### src/rtl/lsu_pkg.sv
// Shared definitions for the load/store control stage: size codes, FSM states,
// byte-lane mask and alignment helpers.
package lsu_pkg;

    localparam logic [1:0] SZ_B = 2'd0;
    localparam logic [1:0] SZ_H = 2'd1;
    localparam logic [1:0] SZ_W = 2'd2;

    typedef enum logic [1:0] {
        ST_IDLE   = 2'd0,
        ST_ACCESS = 2'd1,
        ST_RESP   = 2'd2
    } lsu_state_e;

    function automatic logic [3:0] lane_mask(input logic [1:0] size, input logic [1:0] off);
        logic [3:0] m;
        case (size)
            SZ_B:    m = 4'b0001 << off;
            SZ_H:    m = 4'b0011 << off;
            default: m = 4'b1111;
        endcase
        return m;
    endfunction

    // Size code 3 is never legal, so it counts as misaligned.
    function automatic logic is_misaligned(input logic [1:0] size, input logic [1:0] off);
        return (size == 2'd3) || ((size == SZ_H) && off[0]) || ((size == SZ_W) && (off != 2'd0));
    endfunction

endpackage

### src/rtl/lsu_align.sv
// Purely combinational lane steering: shifts store data into its byte lanes and
// extracts/extends load data from a RAM word.
module lsu_align
    import lsu_pkg::*;
(
    input  logic [1:0]  offset,
    input  logic [1:0]  size,
    input  logic        is_unsigned,
    input  logic [31:0] wdata,
    input  logic [31:0] rdata,
    output logic [31:0] lane_wdata,
    output logic [31:0] load_data
);

    logic [31:0] shifted;
    logic        sign_b;
    logic        sign_h;

    assign lane_wdata = wdata << {offset, 3'b000};
    assign shifted    = rdata >> {offset, 3'b000};
    assign sign_b     = ~is_unsigned & shifted[7];
    assign sign_h     = ~is_unsigned & shifted[15];

    always_comb begin
        load_data = shifted;
        case (size)
            SZ_B:    load_data = {{24{sign_b}}, shifted[7:0]};
            SZ_H:    load_data = {{16{sign_h}}, shifted[15:0]};
            default: load_data = shifted;
        endcase
    end

endmodule

### src/rtl/lsu_ctrl.sv
// Load/store control stage: accepts one request, performs a single-cycle
// word-aligned RAM access, and returns an aligned/extended response.
module lsu_ctrl
    import lsu_pkg::*;
#(
    parameter int AW = 32,
    parameter int DW = 32,
    parameter int MW = 8
) (
    input  logic          clk,
    input  logic          rst,
    input  logic          req_valid,
    output logic          req_ready,
    input  logic          req_wen,
    input  logic [AW-1:0] req_addr,
    input  logic [DW-1:0] req_wdata,
    input  logic [1:0]    req_size,
    input  logic          req_unsigned,
    output logic          resp_valid,
    input  logic          resp_ready,
    output logic [DW-1:0] resp_rdata,
    output logic          resp_err,
    output logic          ram_we,
    output logic [AW-1:0] ram_addr,
    output logic [MW-1:0] ram_mask,
    output logic [DW-1:0] ram_wdata,
    input  logic [DW-1:0] ram_rdata
);

    lsu_state_e    state;
    lsu_state_e    next_state;

    logic          wen_q;
    logic [1:0]    off_q;
    logic [1:0]    size_q;
    logic          uns_q;
    logic          err_q;
    logic [DW-1:0] rdata_q;
    logic [AW-1:0] ram_addr_q;
    logic [DW-1:0] ram_wdata_q;

    logic [1:0]    align_off;
    logic [DW-1:0] lane_wdata;
    logic [DW-1:0] load_data;
    logic          misaligned;

    // In IDLE the aligner shifts incoming store data; in ACCESS it extracts load data.
    assign align_off  = (state == ST_IDLE) ? req_addr[1:0] : off_q;
    assign misaligned = is_misaligned(req_size, req_addr[1:0]);

    lsu_align u_align (
        .offset      (align_off),
        .size        (size_q),
        .is_unsigned (uns_q),
        .wdata       (req_wdata),
        .rdata       (ram_rdata),
        .lane_wdata  (lane_wdata),
        .load_data   (load_data)
    );

    always_ff @(posedge clk or posedge rst) begin
        if (rst) state <= ST_IDLE;
        else     state <= next_state;
    end

    always_comb begin
        next_state = state;
        req_ready  = 1'b0;
        resp_valid = 1'b0;
        ram_we     = 1'b0;
        ram_mask   = '0;
        case (state)
            ST_IDLE: begin
                req_ready = 1'b1;
                if (req_valid) next_state = misaligned ? ST_RESP : ST_ACCESS;
            end
            ST_ACCESS: begin
                ram_we     = wen_q;
                ram_mask   = {{(MW-4){1'b0}}, lane_mask(size_q, off_q)};
                next_state = ST_RESP;
            end
            ST_RESP: begin
                resp_valid = 1'b1;
                if (resp_ready) next_state = ST_IDLE;
            end
            default: next_state = ST_IDLE;
        endcase
    end

    // ram_addr/ram_wdata are registered at accept so they never toggle outside ACCESS.
    always_ff @(posedge clk or posedge rst) begin
        if (rst) begin
            wen_q       <= 1'b0;
            off_q       <= 2'd0;
            size_q      <= 2'd0;
            uns_q       <= 1'b0;
            err_q       <= 1'b0;
            rdata_q     <= '0;
            ram_addr_q  <= '0;
            ram_wdata_q <= '0;
        end else begin
            case (state)
                ST_IDLE: begin
                    if (req_valid) begin
                        wen_q   <= req_wen;
                        off_q   <= req_addr[1:0];
                        size_q  <= req_size;
                        uns_q   <= req_unsigned;
                        err_q   <= misaligned;
                        rdata_q <= '0;
                        if (!misaligned) begin
                            ram_addr_q  <= {req_addr[AW-1:2], 2'b00};
                            ram_wdata_q <= lane_wdata;
                        end
                    end
                end
                ST_ACCESS: rdata_q <= wen_q ? '0 : load_data;
                default: ;
            endcase
        end
    end

    assign resp_rdata = rdata_q;
    assign resp_err   = err_q;
    assign ram_addr   = ram_addr_q;
    assign ram_wdata  = ram_wdata_q;

endmodule

### config.mk
export PLATFORM = sky130hd
export DESIGN_NAME = lsu_ctrl
export DESIGN_NICKNAME = d
export VERILOG_FILES = /design/src/rtl/lsu_pkg.sv /design/src/rtl/lsu_align.sv /design/src/rtl/lsu_ctrl.sv
export SDC_FILE = /design/constraint.sdc
export NUM_CORES = 1
export LEC_CHECK = 0
export ABC_AREA = 1
export ABC_CLOCK_PERIOD_IN_PS = 7800
export CELL_PAD_IN_SITES_DETAIL_PLACEMENT = 1
export CELL_PAD_IN_SITES_GLOBAL_PLACEMENT = 1
export CORE_ASPECT_RATIO = 0.9
export CORE_MARGIN = 3
export CORE_UTILIZATION = 33
export CTS_CLUSTER_DIAMETER = 100
export DETAILED_ROUTE_END_ITERATION = 10
export PLACE_DENSITY = 0.92
export SETUP_SLACK_MARGIN = 0.1
export SYNTH_ARGS = -nofsm -noshare
export SYNTH_HDL_FRONTEND = slang
export SYNTH_SLANG_ARGS = --single-unit
### constraint.sdc
create_clock -name clk -period 7.8 [get_ports clk]
set_input_delay 1.56 -clock clk [delete_from_list [all_inputs] [get_ports clk]]
set_output_delay 1.56 -clock clk [all_outputs]
set_load 0.01 [all_outputs]
==> results of run 1 <==
==> cells in the final DEF (no fill, tap or decap), drive strengths merged, types with 4 or more instances in the layout <==
cell and instances:
conb 6, inv 30, o211ai 15, clkdlybuf4s50 205
dfrtp 103, a21oi 36, clkbuf 10, o22a 5
nand2 328, a22o 8, nor2 23, o21ai 59
buf 4, nand3 30
==> synth_stat cells <==
cell,instances,area (um^2)
nand2_4,3,33.78
o21ai_2,2,17.52
nand2_1,320,1201
clkbuf_1,15,56.30
o22a_1,5,43.79
nor2_4,3,33.78
nand2_2,5,31.28
o21ai_0,50,250.2
a22o_1,8,70.07
o21bai_1,1,7.510
buf_6,3,33.78
nand3_4,2,35.03
mux2_2,1,11.26
inv_1,22,82.58
buf_2,16,80.08
nor2_1,19,71.32
nor2_2,1,6.260
conb_1,1,3.750
a21oi_1,36,180.2
nand3_1,26,130.1
o21ai_1,7,35.03
buf_4,11,82.58
o211ai_1,15,112.6
nand3_2,2,20.02
dfrtp_1,103,2577
o221ai_1,1,8.760
inv_2,6,22.52
nor3_1,1,5.000
==> area by class of cell <==
| type | instances | area share (%) |
|---|---|---|
| Sequential cell | 103 | 33.73 |
| Multi-Input combinational cell | 514 | 30.62 |
| Timing Repair Buffer | 209 | 27.24 |
| Tap cell | 202 | 3.307 |
| Clock buffer | 10 | 2.996 |
| Inverter | 28 | 1.408 |
| Clock inverter | 6 | 0.7040 |
==> metrics by stage <==
| stage | cells | worst slack [ns] | utilization [%] | cell area, um^2 |
|---|---|---|---|---|
| after global routing | 1072 | 3.405 | 49.32 | 7642 |
| after CTS | 1072 | 3.666 | 49.32 | 7642 |
| final | 1072 | 3.664 | 49.32 | 7642 |
| after global placement | 1056 | 3.479 | 47.50 | 7360 |
| after floorplan | 690 | 3.536 | - | 5263 |
| after detailed placement | 1056 | 3.318 | 47.50 | 7360 |
==> routing by layer <==
layer	global-route usage (%)	vias to the layer above
li1	-	2541
met1	29.27	2569
met2	35.76	183
met3	5.621	33
met4	7.077	0
met5	0	-
==> flip-flops by register name, indices dropped and copies added (netlist names) <==
signal      cells
state           2
resp_rdata     32
ram_wdata      32
uns_q           1
off_q           2
wen_q           1
resp_err        1
ram_addr       30
size_q          2
==> logic make-up after synthesis <==
logic type	synth area share (%)
buf+inv	6.824
compound gates	13.84
mux	0.2147
flops	49.15
other cells	0.07151
simple gates	29.90
==> worst max-delay path: stages <==
cell and delay [ns]:
clkdlybuf4s50_1 0.55, inv_1 0.10, o21bai_1 0.15, nand2_1 0.11
nand2_2 0.07, buf_4 0.52, inv_2 0.54, nand2_2 0.30
inv_1 0.18, a22o_1 0.24
==> worst max-delay path by stage <==
stage           startpoint                         to  depth (start not counted)
6_report       req_addr[0]   ram_wdata[9]$_DFFE_PP0P_                         10
5_1_grt        req_addr[0]   ram_wdata[9]$_DFFE_PP0P_                         10
4_1_cts        req_addr[0]   ram_wdata[9]$_DFFE_PP0P_                         10
3_5_place_dp   req_addr[0]  ram_wdata[11]$_DFFE_PP0P_                         10
3_3_place_gp   req_addr[0]   ram_wdata[8]$_DFFE_PP0P_                         10
2_1_floorplan          rst       off_q[0]$_DFFE_PP0P_                          1
==> power groups by stage <==
stage,Clock [W],Sequential [W],Combinational [W]
4_1_cts,0.000452,0.000848,0.00117
5_1_grt,0.000478,0.000875,0.00128
6_report,0.000439,0.000848,0.00116
3_3_place_gp,0,0.000847,0.00113
2_1_floorplan,0,0.000903,0.000536
3_5_place_dp,0,0.000853,0.00117
==> flow_metrics.env, run 1 <==
export IMPL_seqPwrFrac_pct=34.7
export IMPL_status="completed"
export IMPL_drc_errors=0
export IMPL_grt_start_max_net_pins=73
export IMPL_num_nets_final=969
export IMPL_clkTransAtPathRegs_ns=0.07
export IMPL_clk_latency_ns=0.35
export IMPL_syn_inst=685
export IMPL_via_count=5326
export IMPL_tns_ns=0
export IMPL_syn_area_um2=5244
export IMPL_hold_depth=2
export IMPL_worst_r2r_startpoint="state[1]$_DFFE_PP0P_"
export IMPL_start_util_pct=33.84
export IMPL_finalCriticalPeriod_ns=4.136
export IMPL_n_antenna_cell=0
export IMPL_grt_usage_pct=22.12
export IMPL_fin_skew_ns=0.01057
export IMPL_postCtsSetupBuffers=0
export IMPL_grt_pass1_vias=5846
export IMPL_ys_warn_count=0
export IMPL_highest_layer="met4"
export IMPL_finalCritPeriodShare_pct=53.03
export IMPL_drtPass1Iterations=4
export IMPL_numCtsBuffers=9
export IMPL_p_switching_w=0.0009800
export IMPL_routed_via_density=4.968
export IMPL_wl_met1_mm=8.424
export IMPL_hp_start="resp_rdata[12]$_DFFE_PP0P_"
export IMPL_seqCellArea_um2=2577
export IMPL_dp_hpwl_mm=13.81
export IMPL_maxCapViolCount=0
export IMPL_intPower_w=0.001467
export IMPL_core_area_um2=15490
export IMPL_vdd_ir_drop_max_mv=0.1455
export IMPL_wl_met3_mm=1.252
export IMPL_die_height_um=125.6
export IMPL_grt_overflow_total=0
export IMPL_power_leakage_nw=3.606
export IMPL_comb_power_share_pct=47.4
export IMPL_antenna_left=0
export IMPL_fillerInstances=1892
export IMPL_dieWidth_um=138.9
export IMPL_hp_class="reg2reg"
export IMPL_io_pins=212
export IMPL_synth_cell_types=28
export IMPL_portBuffers=205
export IMPL_dieArea_um2=17440
export IMPL_holdPathEnd="resp_rdata[12]$_DFFE_PP0P_"
export IMPL_slew_headroom_pct=36.29
export IMPL_worstPathRequired_ns=8.03
export IMPL_cp_data_arrival_time_ns=4.37
export IMPL_cts_resized=0
export IMPL_area_growth_pct=45.74
export IMPL_crit_path_end_kind="flip-flop"
export IMPL_routabilityCongestion=0.8175
export IMPL_cp_max_fo=61
export IMPL_cts_tree="yes"
export IMPL_ctsHoldBuffers=0
export IMPL_grt_pass1_wl_mm=31.02
export IMPL_rsz0062_at_grt="false"
export IMPL_fin_total_pwr_w=0.002447
export IMPL_slew_viol_final=0
export IMPL_swShare_pct=40.05
export IMPL_path_class="in2reg"
export IMPL_seq_area_frac_synth_pct=49.15
export IMPL_synth_seq_cells=103
export IMPL_multi_input_area_um2=2340
export IMPL_fmax_ghz=0.2418
export IMPL_start_kind="input port"
export IMPL_syn_area_per_cell_um2=7.655
export IMPL_whs_ns=0.4814
export IMPL_cts_root_buf="clkbuf_16"
export IMPL_p_clk_share_pct=17.9
export IMPL_power_density_nw_per_um2=320.2
export IMPL_wl_met2_mm=9.090
export IMPL_r2r_slack_ns=4.88
export IMPL_clock_sinks=103
export IMPL_routed_wl_mm=19.23
export IMPL_worstMarginPinSlew_ns=0.9556
export IMPL_cts_path_max_buffers=2
export IMPL_rows=43
export IMPL_drive_above_1_share_pct=5.402
export IMPL_drt_iter0_markers=300
export IMPL_hold_viol=0
export IMPL_worstRegToRegCells=9
export IMPL_timing_rr_end="ram_wdata[9]$_DFFE_PP0P_"
export IMPL_wl_per_cell_um=17.94
export IMPL_htree_num_levels=3
export IMPL_antenna_found_initial=0
export IMPL_setup_viol=0
Note: power is estimated with default switching activity, not from simulation.
==> run 2, diff against run 1 <==
--- a/config.mk
+++ b/config.mk
@@ -6,15 +6,15 @@
 export NUM_CORES = 1
 export LEC_CHECK = 0
 export ABC_AREA = 1
-export ABC_CLOCK_PERIOD_IN_PS = 7800
+export ABC_CLOCK_PERIOD_IN_PS = 4100
 export CELL_PAD_IN_SITES_DETAIL_PLACEMENT = 1
 export CELL_PAD_IN_SITES_GLOBAL_PLACEMENT = 1
 export CORE_ASPECT_RATIO = 0.9
 export CORE_MARGIN = 3
-export CORE_UTILIZATION = 33
+export CORE_UTILIZATION = 30
 export CTS_CLUSTER_DIAMETER = 100
 export DETAILED_ROUTE_END_ITERATION = 10
-export PLACE_DENSITY = 0.92
+export PLACE_DENSITY = 0.86
 export SETUP_SLACK_MARGIN = 0.1
 export SYNTH_ARGS = -nofsm -noshare
 export SYNTH_HDL_FRONTEND = slang
==> constraint.sdc (replaced) <==
create_clock -name clk -period 4.1 [get_ports clk]
set_input_delay 0.82 -clock clk [delete_from_list [all_inputs] [get_ports clk]]
set_output_delay 0.82 -clock clk [all_outputs]
set_load 0.01 [all_outputs]
==> flow_metrics.env, run 2 (synthesis results as in run 1) <==
export IMPL_multi_input_area_um2=2340
export IMPL_via_count=5297
export IMPL_antenna_left=0
export IMPL_wl_met2_mm=8.360
export IMPL_n_antenna_cell=0
export IMPL_grt_usage_pct=19.32
export IMPL_area_growth_pct=47.51
export IMPL_worstMarginPinSlew_ns=0.7961
export IMPL_ctsHoldBuffers=0
export IMPL_whs_ns=0.4813
export IMPL_setup_viol=0
export IMPL_drc_errors=0
export IMPL_num_nets_final=971
export IMPL_io_pins=212
export IMPL_start_kind="flip-flop"
export IMPL_cts_resized=0
export IMPL_cp_max_fo=21
export IMPL_rsz0062_at_grt="false"
export IMPL_portBuffers=205
export IMPL_final_core_util_pct=45.49
export IMPL_antenna_found_initial=0
export IMPL_drtPass1Iterations=4
export IMPL_power_density_nw_per_um2=606.8
export IMPL_postCtsSetupBuffers=0
export IMPL_dieArea_um2=19100
export IMPL_fin_skew_ns=0.006976
export IMPL_wl_per_cell_um=16.68
export IMPL_post_route_cell_area_um2=7735
export IMPL_clkTransAtPathRegs_ns=0.08
export IMPL_cp_data_arrival_time_ns=2.30
export IMPL_clock_sinks=103
export IMPL_htree_num_levels=3
export IMPL_maxCapViolCount=0
export IMPL_drive_above_1_share_pct=5.619
export IMPL_wl_met3_mm=1.009
export IMPL_grt_pass1_wl_mm=29.98
export IMPL_rows=45
export IMPL_dp_hpwl_mm=13.66
export IMPL_hold_viol=0
export IMPL_finalCriticalPeriod_ns=3.119
export IMPL_start_util_pct=30.84
export IMPL_fillerInstances=2079
export IMPL_cts_tree="yes"
export IMPL_placed_area_um2=7428
export IMPL_wl_met1_mm=8.593
export IMPL_fmax_ghz=0.3206
export IMPL_path_class="reg2out"
export IMPL_numCtsBuffers=9
export IMPL_highest_layer="met4"
export IMPL_routabilityCongestion=0.8408
export IMPL_cts_root_buf="clkbuf_16"
export IMPL_worstPathRequired_ns=3.28
export IMPL_routed_via_density=4.785
export IMPL_drt_iter0_markers=280
export IMPL_die_height_um=131.4
export IMPL_grt_pass1_vias=5554
export IMPL_hp_class="reg2reg"
export IMPL_place_ws_ns=1.124
export IMPL_slew_headroom_pct=46.74
export IMPL_clk_latency_ns=0.35
export IMPL_slew_viol_final=0
export IMPL_mostFrequentLayoutCell="nand2_1"
export IMPL_dieWidth_um=145.4
export IMPL_power_leakage_nw=3.633
export IMPL_final_cell_mix="319 x nand2_1, 205 x clkdlybuf4s50_1, 103 x dfrtp_1"
export IMPL_crit_path_end_kind="output pin"
export IMPL_vdd_ir_drop_max_mv=0.2226
export IMPL_grt_overflow_total=0
export IMPL_status="completed"
export IMPL_grt_start_max_net_pins=71
export IMPL_core_area_um2=17000
export IMPL_routed_wl_mm=18.47
export IMPL_seqCellArea_um2=2577
export IMPL_tns_ns=0
export IMPL_setup_ws_ns=0.9813
export IMPL_finalCritPeriodShare_pct=76.07
export IMPL_cts_path_max_buffers=2
run 2: cell count changes in the layout (fill, tap and decap cells not counted):
cell	before	now
inv_8	1	2
bufinv_16	0	1
clkinv_4	3	1
buf_12	0	1
buf_4	4	5
run 2: path summary, 6_finish.rpt:
kind	end	startpoint	cells after the start	slack, ns
setup / recovery	ram_mask[0]	size_q[1]$_DFFE_PP0P_	3	0.98
min in group asynchronous	ram_addr[30]$_DFFE_PP0P_	rst	2	0.92
hold / removal	ram_addr[19]$_DFFE_PP0P_	ram_addr[19]$_DFFE_PP0P_	2	0.48
max in group asynchronous	resp_rdata[23]$_DFFE_PP0P_	rst	3	2.42
setup reg to reg	resp_rdata[30]$_DFFE_PP0P_	state[0]$_DFFE_PP0P_	9	1.92
hold reg to reg	ram_addr[19]$_DFFE_PP0P_	ram_addr[19]$_DFFE_PP0P_	2	0.48
run 2: report_power, final:
part	switching, W	total, W	internal [W]
Clock	0.000419	0.000905	0.000486
Sequential	0.000245	0.00161	0.00136
Combinational	0.00117	0.00218	0.00101
Total	0.00183	0.00469	0.00286
run 2: metal layers:
layer	vias to the layer above	global-route usage, %
li1	2551	-
met1	2550	26.83
met2	164	29.72
met3	32	4.379
met4	0	6.804
met5	-	0
run 2: area by class of cell:
type / instances / share of cell area [%]
clock inverter: 6 / 1.003
clock buffer: 10 / 2.960
tap: 235 / 3.801
inverter: 28 / 1.391
sequential: 103 / 33.32
multi-input combinational: 514 / 30.25
timing repair buffer: 211 / 27.27
run 2: per-stage QoR:
stage	std cells	total power, W
floorplan	690	0.002738
global placement	1091	0.003757
detailed placement	1091	0.003816
CTS	1107	0.004746
global route	1107	0.005038
finish	1107	0.004694
run 2: critical path, stage by stage, from the launching register on:
cell and delay, ns:
dfrtp_1 0.82, inv_1 0.30, a21oi_1 0.26, clkdlybuf4s50_1 0.57
